--- src/rtl/float_pack_pkg.sv ---
// float_type: shared float classes, FSM states and IEEE-754 single constants
package float_type;
    typedef enum logic [2:0] {
        VALID,
        OVERFLOW,
        UNDERFLOW,
        NaN,
        positive_infinity,
        negative_infinity
    } type_of_float;
    typedef enum logic [1:0] {IDLE, NORM, ROUND, DONE} state_t;
    localparam int BIAS = 127;
    localparam int EXP_MAX = 255;
    localparam logic [31:0] QNAN = 32'h7FC00000;
    localparam logic [31:0] PINF = 32'h7F800000;
    localparam logic [31:0] NINF = 32'hFF800000;
endpackage

--- src/rtl/float_pack_if.sv ---
// float_pack_if: upstream product handshake and downstream packed-result handshake
interface float_pack_if;
    import float_type::*;
    logic         in_valid;
    logic         in_ready;
    logic         in_sign;
    logic [9:0]   in_exp;
    logic [47:0]  in_mant;
    type_of_float in_class;
    logic         out_valid;
    logic         out_ready;
    logic [31:0]  out_float;
    type_of_float out_class;
    modport master (
        output in_valid, in_sign, in_exp, in_mant, in_class, out_ready,
        input  in_ready, out_valid, out_float, out_class
    );
    modport slave (
        input  in_valid, in_sign, in_exp, in_mant, in_class, out_ready,
        output in_ready, out_valid, out_float, out_class
    );
endinterface

--- src/rtl/float_pack_round.sv ---
// float_round: round-to-nearest-even of a 23-bit fraction using guard and sticky
module float_round (
    input  logic [22:0] frac_i,
    input  logic        guard_i,
    input  logic        sticky_i,
    output logic [22:0] frac_o,
    output logic        carry_o
);
    logic        inc;
    logic [23:0] sum;
    assign inc = guard_i & (sticky_i | frac_i[0]);
    assign sum = {1'b0, frac_i} + {23'd0, inc};
    assign frac_o = sum[22:0];
    assign carry_o = sum[23];
endmodule

--- src/rtl/float_pack.sv ---
// float_pack: normalises, rounds and packs a raw significand product into IEEE-754 single
module float_pack
    import float_type::*;
(
    input  logic        clk,
    input  logic        rst_n,
    float_pack_if.slave bus
);
    state_t              state_q, state_d;
    logic                sign_q, sign_d;
    logic signed [10:0]  exp_q, exp_d;
    logic [47:0]         mant_q, mant_d;
    logic [31:0]         out_float_q, out_float_d;
    type_of_float        out_class_q, out_class_d;
    logic [22:0]         frac;
    logic                carry;
    logic signed [11:0]  res_exp;
    logic                ovf, unf, special, zero;

    float_round u_round (
        .frac_i   (mant_q[46:24]),
        .guard_i  (mant_q[23]),
        .sticky_i (|mant_q[22:0]),
        .frac_o   (frac),
        .carry_o  (carry)
    );

    // exponent of the packed result: mant[47] weighs 2^1, plus any rounding carry
    assign res_exp = {exp_q[10], exp_q} + 12'sd1 + {11'd0, carry};
    assign ovf = res_exp >= 12'(EXP_MAX);
    assign unf = res_exp <= 12'sd0;
    assign special = bus.in_class != VALID;
    assign zero = bus.in_mant == 48'd0;
    assign bus.in_ready = state_q == IDLE;
    assign bus.out_valid = state_q == DONE;
    assign bus.out_float = out_float_q;
    assign bus.out_class = out_class_q;

    // state and working registers, cleared by synchronous active-low reset
    always_ff @(posedge clk) begin
        if (!rst_n) begin
            state_q     <= IDLE;
            sign_q      <= 1'b0;
            exp_q       <= '0;
            mant_q      <= '0;
            out_float_q <= '0;
            out_class_q <= VALID;
        end else begin
            state_q     <= state_d;
            sign_q      <= sign_d;
            exp_q       <= exp_d;
            mant_q      <= mant_d;
            out_float_q <= out_float_d;
            out_class_q <= out_class_d;
        end
    end

    // capture, one-bit-per-cycle normalisation, rounding/range check, output hold
    always_comb begin
        state_d     = state_q;
        sign_d      = sign_q;
        exp_d       = exp_q;
        mant_d      = mant_q;
        out_float_d = out_float_q;
        out_class_d = out_class_q;
        case (state_q)
            IDLE: if (bus.in_valid) begin
                sign_d = bus.in_sign;
                exp_d  = {bus.in_exp[9], bus.in_exp};
                mant_d = bus.in_mant;
                state_d = (special || zero) ? DONE : NORM;
                if (special || zero) begin
                    out_float_d = bus.in_class == NaN               ? QNAN :
                                  bus.in_class == positive_infinity ? PINF :
                                  bus.in_class == negative_infinity ? NINF :
                                                                      {bus.in_sign, 31'h0};
                    out_class_d = bus.in_class;
                end
            end
            NORM: begin
                state_d = mant_q[47] ? ROUND : NORM;
                mant_d  = mant_q[47] ? mant_q : mant_q << 1;
                exp_d   = mant_q[47] ? exp_q : exp_q - 11'sd1;
            end
            ROUND: begin
                state_d     = DONE;
                out_float_d = ovf ? {sign_q, 8'hFF, 23'h0} :
                              unf ? {sign_q, 31'h0} :
                                    {sign_q, res_exp[7:0], frac};
                out_class_d = ovf ? OVERFLOW : unf ? UNDERFLOW : VALID;
            end
            DONE: state_d = bus.out_ready ? IDLE : DONE;
        endcase
    end
endmodule

--- src/flat_wrapper.sv ---
// flat-port wrapper written by rule: the top's interface ports become plain ports
module float_pack_flat import float_type::*;
  (clk, rst_n, bus_in_valid, bus_in_sign, bus_in_exp, bus_in_mant, bus_in_class, bus_out_ready, bus_in_ready, bus_out_valid, bus_out_float, bus_out_class);
  float_pack_if bus_i ();
  input  logic clk;
  input  logic rst_n;
  input wire logic [$bits(bus_i.in_valid)-1:0] bus_in_valid;
  input wire logic [$bits(bus_i.in_sign)-1:0] bus_in_sign;
  input wire logic [$bits(bus_i.in_exp)-1:0] bus_in_exp;
  input wire logic [$bits(bus_i.in_mant)-1:0] bus_in_mant;
  input wire logic [$bits(bus_i.in_class)-1:0] bus_in_class;
  input wire logic [$bits(bus_i.out_ready)-1:0] bus_out_ready;
  output wire logic [$bits(bus_i.in_ready)-1:0] bus_in_ready;
  output wire logic [$bits(bus_i.out_valid)-1:0] bus_out_valid;
  output wire logic [$bits(bus_i.out_float)-1:0] bus_out_float;
  output wire logic [$bits(bus_i.out_class)-1:0] bus_out_class;
  assign bus_i.in_valid = bus_in_valid;
  assign bus_i.in_sign = bus_in_sign;
  assign bus_i.in_exp = bus_in_exp;
  assign bus_i.in_mant = bus_in_mant;
  assign bus_i.in_class = bus_in_class;
  assign bus_i.out_ready = bus_out_ready;
  assign bus_in_ready = bus_i.in_ready;
  assign bus_out_valid = bus_i.out_valid;
  assign bus_out_float = bus_i.out_float;
  assign bus_out_class = bus_i.out_class;
  float_pack u_core (.clk(clk), .rst_n(rst_n), .bus(bus_i));
endmodule
--- config.mk ---
export PLATFORM = sky130hd
export DESIGN_NAME = float_pack_flat
export DESIGN_NICKNAME = d
export VERILOG_FILES = /design/src/rtl/float_pack_pkg.sv /design/src/rtl/float_pack_if.sv /design/src/rtl/float_pack_round.sv /design/src/rtl/float_pack.sv /design/src/flat_wrapper.sv
export SDC_FILE = /design/constraint.sdc
export NUM_CORES = 1
export LEC_CHECK = 0
export ABC_AREA = 1
export BUFFER_PORTS_ARGS = -buffer_cell sky130_fd_sc_hd__buf_2
export CAP_MARGIN = 20
export CORE_MARGIN = 5
export CORE_UTILIZATION = 55
export CTS_CLUSTER_DIAMETER = 200
export DETAILED_ROUTE_END_ITERATION = 16
export PLACE_DENSITY = 0.79
export SLEW_MARGIN = 20
export SYNTH_ARGS = -nofsm -noshare
export SYNTH_HDL_FRONTEND = slang
export SYNTH_SLANG_ARGS = --single-unit
--- constraint.sdc ---
create_clock -name clk -period 6.2 [get_ports clk]
set_input_delay 1.24 -clock clk [delete_from_list [all_inputs] [get_ports clk]]
set_output_delay 1.24 -clock clk [all_outputs]
set_load 0.01 [all_outputs]
### After elaboration in Yosys (flattened, before gate mapping)

Cells that the tools add are included.

* reduce and logical (&&, ||, !) cells: 11
* $lt $le $gt $ge: 2
* equality and inequality tests: 9
* bitwise operators: 2
* multiplexer cells: 24
* add/sub/neg operators: 4

Operator list (count)
* two-way mux 32 bit: 5
* two-way mux 48 bit: 2
* case mux 48 bit (2 select lines): 1
* case mux 32 bit (2 select lines): 1
* two-way mux 31 bit: 2
* logical NOT 48 bit: 1
* adder 23 x 1 -> 24 bit: 1
* OR reduction 23 bit: 1
* two-way mux 11 bit: 2
* case mux 11 bit (2 select lines): 1
* adder 11 x 2 -> 12 bit, second input constant: 1
* adder 12 x 1 -> 12 bit: 1
* greater-or-equal comparator 12 x 9 -> 1 bit, second input constant: 1
* less-or-equal comparator 12 x 1 -> 1 bit, second input constant: 1
* subtractor 11 x 2 -> 11 bit, second input constant: 1
* two-way mux 2 bit: 5
* two-way mux 3 bit: 3
* case mux 2 bit (4 select lines): 1
* == test 3 bit, second input constant: 2
* case mux 3 bit (2 select lines): 1
* AND reduction 3 bit: 2
* == test 2 bit, second input constant: 2
* inequality test 2 bit, second input constant: 2
* AND reduction 2 bit: 2
* other kinds (9): 10

* output and inout port bits: 37
* input bits: 66
* logic and storage cells: 59
* register bits after elaboration: 97

### Longest topological paths before layout

* word-level depth: 9
* depth in mapped cells: 23
* depth with buffers taken out: 23

### By module

From an unflattened synthesis, not the netlist that was laid out.

* cell total of the unflattened synthesis: 821
* area, all modules: 5659.2 um^2

Modules (own cells, without submodules)
* float_pack: area an instance 4974.8 um^2, seq. area each 1941.9 um^2, times used 1, cells an instance 703
* float_round: area an instance 684.4 um^2, seq. area each 0.0 um^2, times used 1, cells an instance 118

### Worst setup path before layout

No wires, ideal clock.

* path type: reg-to-reg
* start: register u_core.mant_q[24]
* end: register u_core.out_float_q[24], in the netlist u_core.bus.out_float[24]
* setup time: 128 ps
* data arrival time: 2759 ps
* slack: 3314 ps
* required time: 6072 ps
* cell stages (with the launch flop): 23
* clock period less this slack: 2886 ps
* path through: dfxtp_1 nand2_1 nor3_4 inv_1 nor2_1 nand4_1 nor3_1 nand3_1 ha_1 inv_1 ha_1 nand2_1 nor2_2 nand2_1 nand2_1 nand3_2 nor2_4 nor2_2 nor2_4 buf_6 nand2_1 a21oi_1 nor2_1

* cells in the longest elaborated chain, start to end: 8
* elaborated cells between the ends (all ways): 9

RTL lines
* start: declaration: line float_pack.sv:12 `logic [47:0] mant_q, mant_d;`
* start signal: assignment: line float_pack.sv:52 `mant_q <= mant_d;`
* OR 1 bit: line float_pack_round.sv:11 `assign inc = guard_i & (sticky_i | frac_i[0]);`
* bitwise AND 1 bit: line float_pack_round.sv:11
* adder 23 x 1 -> 24 bit *: line float_pack_round.sv:12 `assign sum = {1'b0, frac_i} + {23'd0, inc};`
* adder 12 x 1 -> 12 bit *: line float_pack.sv:29 `assign res_exp = {exp_q[10], exp_q} + 12'sd1 + {11'd0, carry};`
* less-or-equal comparator 12 x 1 -> 1 bit: line float_pack.sv:31 `assign unf = res_exp <= 12'sd0;`
* two-way mux 31 bit: line float_pack.sv:88 `unf ? {sign_q, 31'h0} :`
* two-way mux 31 bit *: line float_pack.sv:87 `out_float_d = ovf ? {sign_q, 8'hFF, 23'h0} :`
* case mux 32 bit (2 select lines) *: line float_pack.sv:66 `case (state_q)`
* end signal: assignment: line float_pack.sv:53 `out_float_q <= out_float_d;`
* end: declaration: line float_pack.sv:13 `logic [31:0] out_float_q, out_float_d;`

Mark *: on every way between the ends. The rest lies on a longest branch, timed or not.
A chain may end at the register's enable or synchronous reset.

### Worst setup path in the final report

* start: register u_core.mant_q[23]
* end: register u_core.out_float_q[19], in the netlist u_core.bus.out_float[19]

* cells in the longest elaborated chain, start to end: 7
* elaborated cells between the ends (all ways): 8

RTL lines (line)
* bitwise AND 1 bit *: float_pack_round.sv:11
* adder 23 x 1 -> 24 bit *: float_pack_round.sv:12
* adder 12 x 1 -> 12 bit: float_pack.sv:29
* less-or-equal comparator 12 x 1 -> 1 bit: float_pack.sv:31
* two-way mux 31 bit: float_pack.sv:88
* two-way mux 31 bit *: float_pack.sv:87
* case mux 32 bit (2 select lines) *: float_pack.sv:66

Marked as above.

==> flow_metrics.py <==
metrics = {
    "yosys": {
        "synth_top_area_share_pct": 34.64,
        "synth-edff-count": 0,
        "ys_async_sr_fraction_pct": 0,
        "synth_commonest_cells": "nand2_1, nor2_1, dfxtp_1, inv_1, nand3_1",
        "synth.area.top_cells": "dfxtp_1, nand2_1, nor2_1",
        "yosys_warnings": 0,
        "synth.avg_cell_area_um2": 6.230,
        "synth-seq-cells": 97,
        "synth_top_cell_by_area": "dfxtp_1",
        "syn_area_um2": 5607,
        "syn-num-nets": 971,
        "yosysMostFrequentCell": "nand2_1",
        "yosysSeqAreaShare_pct": 34.64,
        "synth_flop_cell": "dfxtp_1",
        "synth_cells": 900,
        "ys_types": 36,
    },
    "floorplanning": {
        "die_w_um": 111.0,
        "dieArea_um2": 12310,
        "start_util_pct": 56.84,
        "ios": 103,
        "coreArea_um2": 9864,
        "die_height_um": 111.0,
        "num_rows": 36,
    },
    "sta": {
        "grt_setup_unrepaired": "false",
        "worst_slack_ps": 2616,
        "worst_pin_slew_ps": 719.6,
        "skew_ps": 13.76,
        "whs_ps": 467.5,
        "fin_crit_ps": 3584,
        "setup_viol": 0,
        "final_max_slew_viol_count": 0,
        "max_slew_margin_pct": 51.91,
        "fmaxAchievable_mhz": 279.0,
        "hold_viol": 0,
        "post-route-period-util_pct": 57.80,
        "fin_tns_setup_ps": 0,
    },
    "cts": {
        "cts-root-buf": "clkbuf_8",
        "holdBufCountCts": 0,
        "clock_latency_ps": 370,
        "cts_max_level": 3,
        "clk_pin_slew_ps": 100,
        "clk_path_buf_depth": 2,
        "cts_made_buffers": 9,
        "cts_setup_buffers": 0,
        "clock_sinks": 97,
        "cts_tree": "yes",
        "cts_resized": 0,
    },
    "routing": {
        "vias_per_cell": 5.322,
        "first_pass_iters": 5,
        "wirelength_um": 14770,
        "ant_nets": 0,
        "drc": 0,
        "initialDrtViolationCount": 533,
        "wl_per_cell_um": 13.24,
        "vias": 5934,
    },
    "place": {
        "pre_cts_slack_ps": 2654,
        "port-buffer-count": 102,
        "dpl_cell_area_um2": 6132,
        "dp_cells": 1099,
        "place_hpwl_um": 10700,
        "place_congestion": 0.9545,
    },
    "layout": {
        "post_route_cells_drive_above_1_share_pct": 15.27,
        "final_area_um2": 6329,
        "nNetsFinal": 1048,
        "final_core_util_pct": 64.16,
        "num_antenna_cells": 0,
        "area_growth_pct": 12.88,
        "n_fill_cell": 972,
        "final_cells": 1115,
    },
    "critical_path": {
        "crit_required_ps": 6490,
        "end_kind": "flip-flop",
        "path_max_fanout": 24,
        "critPathKind": "flip-flop to flip-flop",
        "critical_path.cell_chain": "nand2_1, nor3_4, inv_1, nor2_1, nand4_1, nor3_1, nand3_1, ha_1, inv_1, ha_1, nand2_1, nor2_2, nand2_1, nand2_1, nand3_2, nor2_4, nor2_2, nor2_4, nand2_1, nor2_1, nor2_1, nor2_1",
        "crit_arrival_ps": 3880,
        "crit_slowest_cell": "nor2_4",
        "cpPeakStageDelay_ps": 430,
        "startpoint_type": "flip-flop",
        "cpMostUsedCell": "nand2_1",
    },
    "grt": {
        "grt_pass1_vias": 5077,
        "grtUsageTotal_pct": 23.63,
        "grt_first_pass_wirelength_um": 24680,
        "overflow": 0,
        "grt_max_degree": 57,
        "antenna_found_initial": 0,
    },
    "power_and_ir_drop": {
        "vdd.ir_drop.worst_mv": 0.1330,
        "p_per_area_nw_per_um2": 272.3,
        "p_leak_nw": 2.711,
        "power_mw": 1.723,
    },
    "min_path": {
        "hold_path_class": "flip-flop to flip-flop",
    },
    "job": {
        "maxCapViolCount": 0,
    },
    "run_status": {
        "outcome": "complete, no violations",
    },
}
## final timing paths
check,to,start,slack [ps],cells past startpoint
worst max-delay path,u_core.bus.out_float[19],u_core.mant_q[23],2620,22
worst min-delay path,u_core.bus.out_float[18],u_core.bus.out_float[18],470,2
worst max register to register,u_core.bus.out_float[19],u_core.mant_q[23],2620,22
worst min register to register,u_core.bus.out_float[18],u_core.bus.out_float[18],470,2
## state kept, by name, summed over array words and instances, names as in the netlist
signal / cells
u_core.bus.out_class: 3
u_core.bus.out_float: 32
u_core.exp_q: 11
u_core.mant_q: 48
u_core.sign_q: 1
u_core.state_q: 2
## cell type report
| class | count | area [um^2] | share of cell area, % |
|---|---|---|---|
| well taps | 133 | 166.4 | 2.630 |
| multi-input cells | 685 | 3187 | 50.36 |
| clock buffers | 11 | 151.4 | 2.392 |
| flip-flops and latches | 97 | 1942 | 30.68 |
| clock inverters | 5 | 45.04 | 0.7117 |
| repair buffers | 107 | 548.0 | 8.660 |
| inverters | 77 | 289.0 | 4.567 |
## critical path: cells and delay by family (launching register included)
family,cells,cell delay [ps]
fa+ha+maj,2,440
buf+inv,2,150
flops,1,380
simple gates,18,2560
## cells in the final DEF, fill, tap and decap left out, types with 11 or more instances in the layout
cell type / Yosys / final
nor2_1: 106 / 104
nand2_1: 303 / 303
a21oi_1: 57 / 57
nand3_1: 62 / 62
buf_2: 13 / 102
o21ai_0: 37 / 37
dfxtp_1: 97 / 97
nand4_1: 18 / 18
a31oi_1: 48 / 48
inv_1: 73 / 72
clkbuf_8: 0 / 11
## kinds of logic after synthesis
logic type	share of synthesized area, %
XOR/XNOR	0.1562
adder cells (fa/ha/maj)	1.116
buffers and inverters	8.792
AND/OR/NAND/NOR	39.03
AO/OA/AOI/OAI	16.27
flip-flops	34.64
## metal layers
layer	global-route usage (%)	routed length [um]	share of wire (%)
met5	0	0	0
met4	6.897	233	1.6
met3	3.603	1045	7.1
met2	33.25	6035	41
met1	36.81	7454	50
## power breakdown
part / total (mW) / internal [mW] / switching, mW / leakage, nW
clock: 0.413 / 0.175 / 0.238 / 0.0985
sequential: 0.770 / 0.692 / 0.0782 / 0.793
combinational: 0.540 / 0.176 / 0.364 / 1.82
total: 1.72 / 1.04 / 0.681 / 2.71
Note: power is estimated with default switching activity, not from simulation.
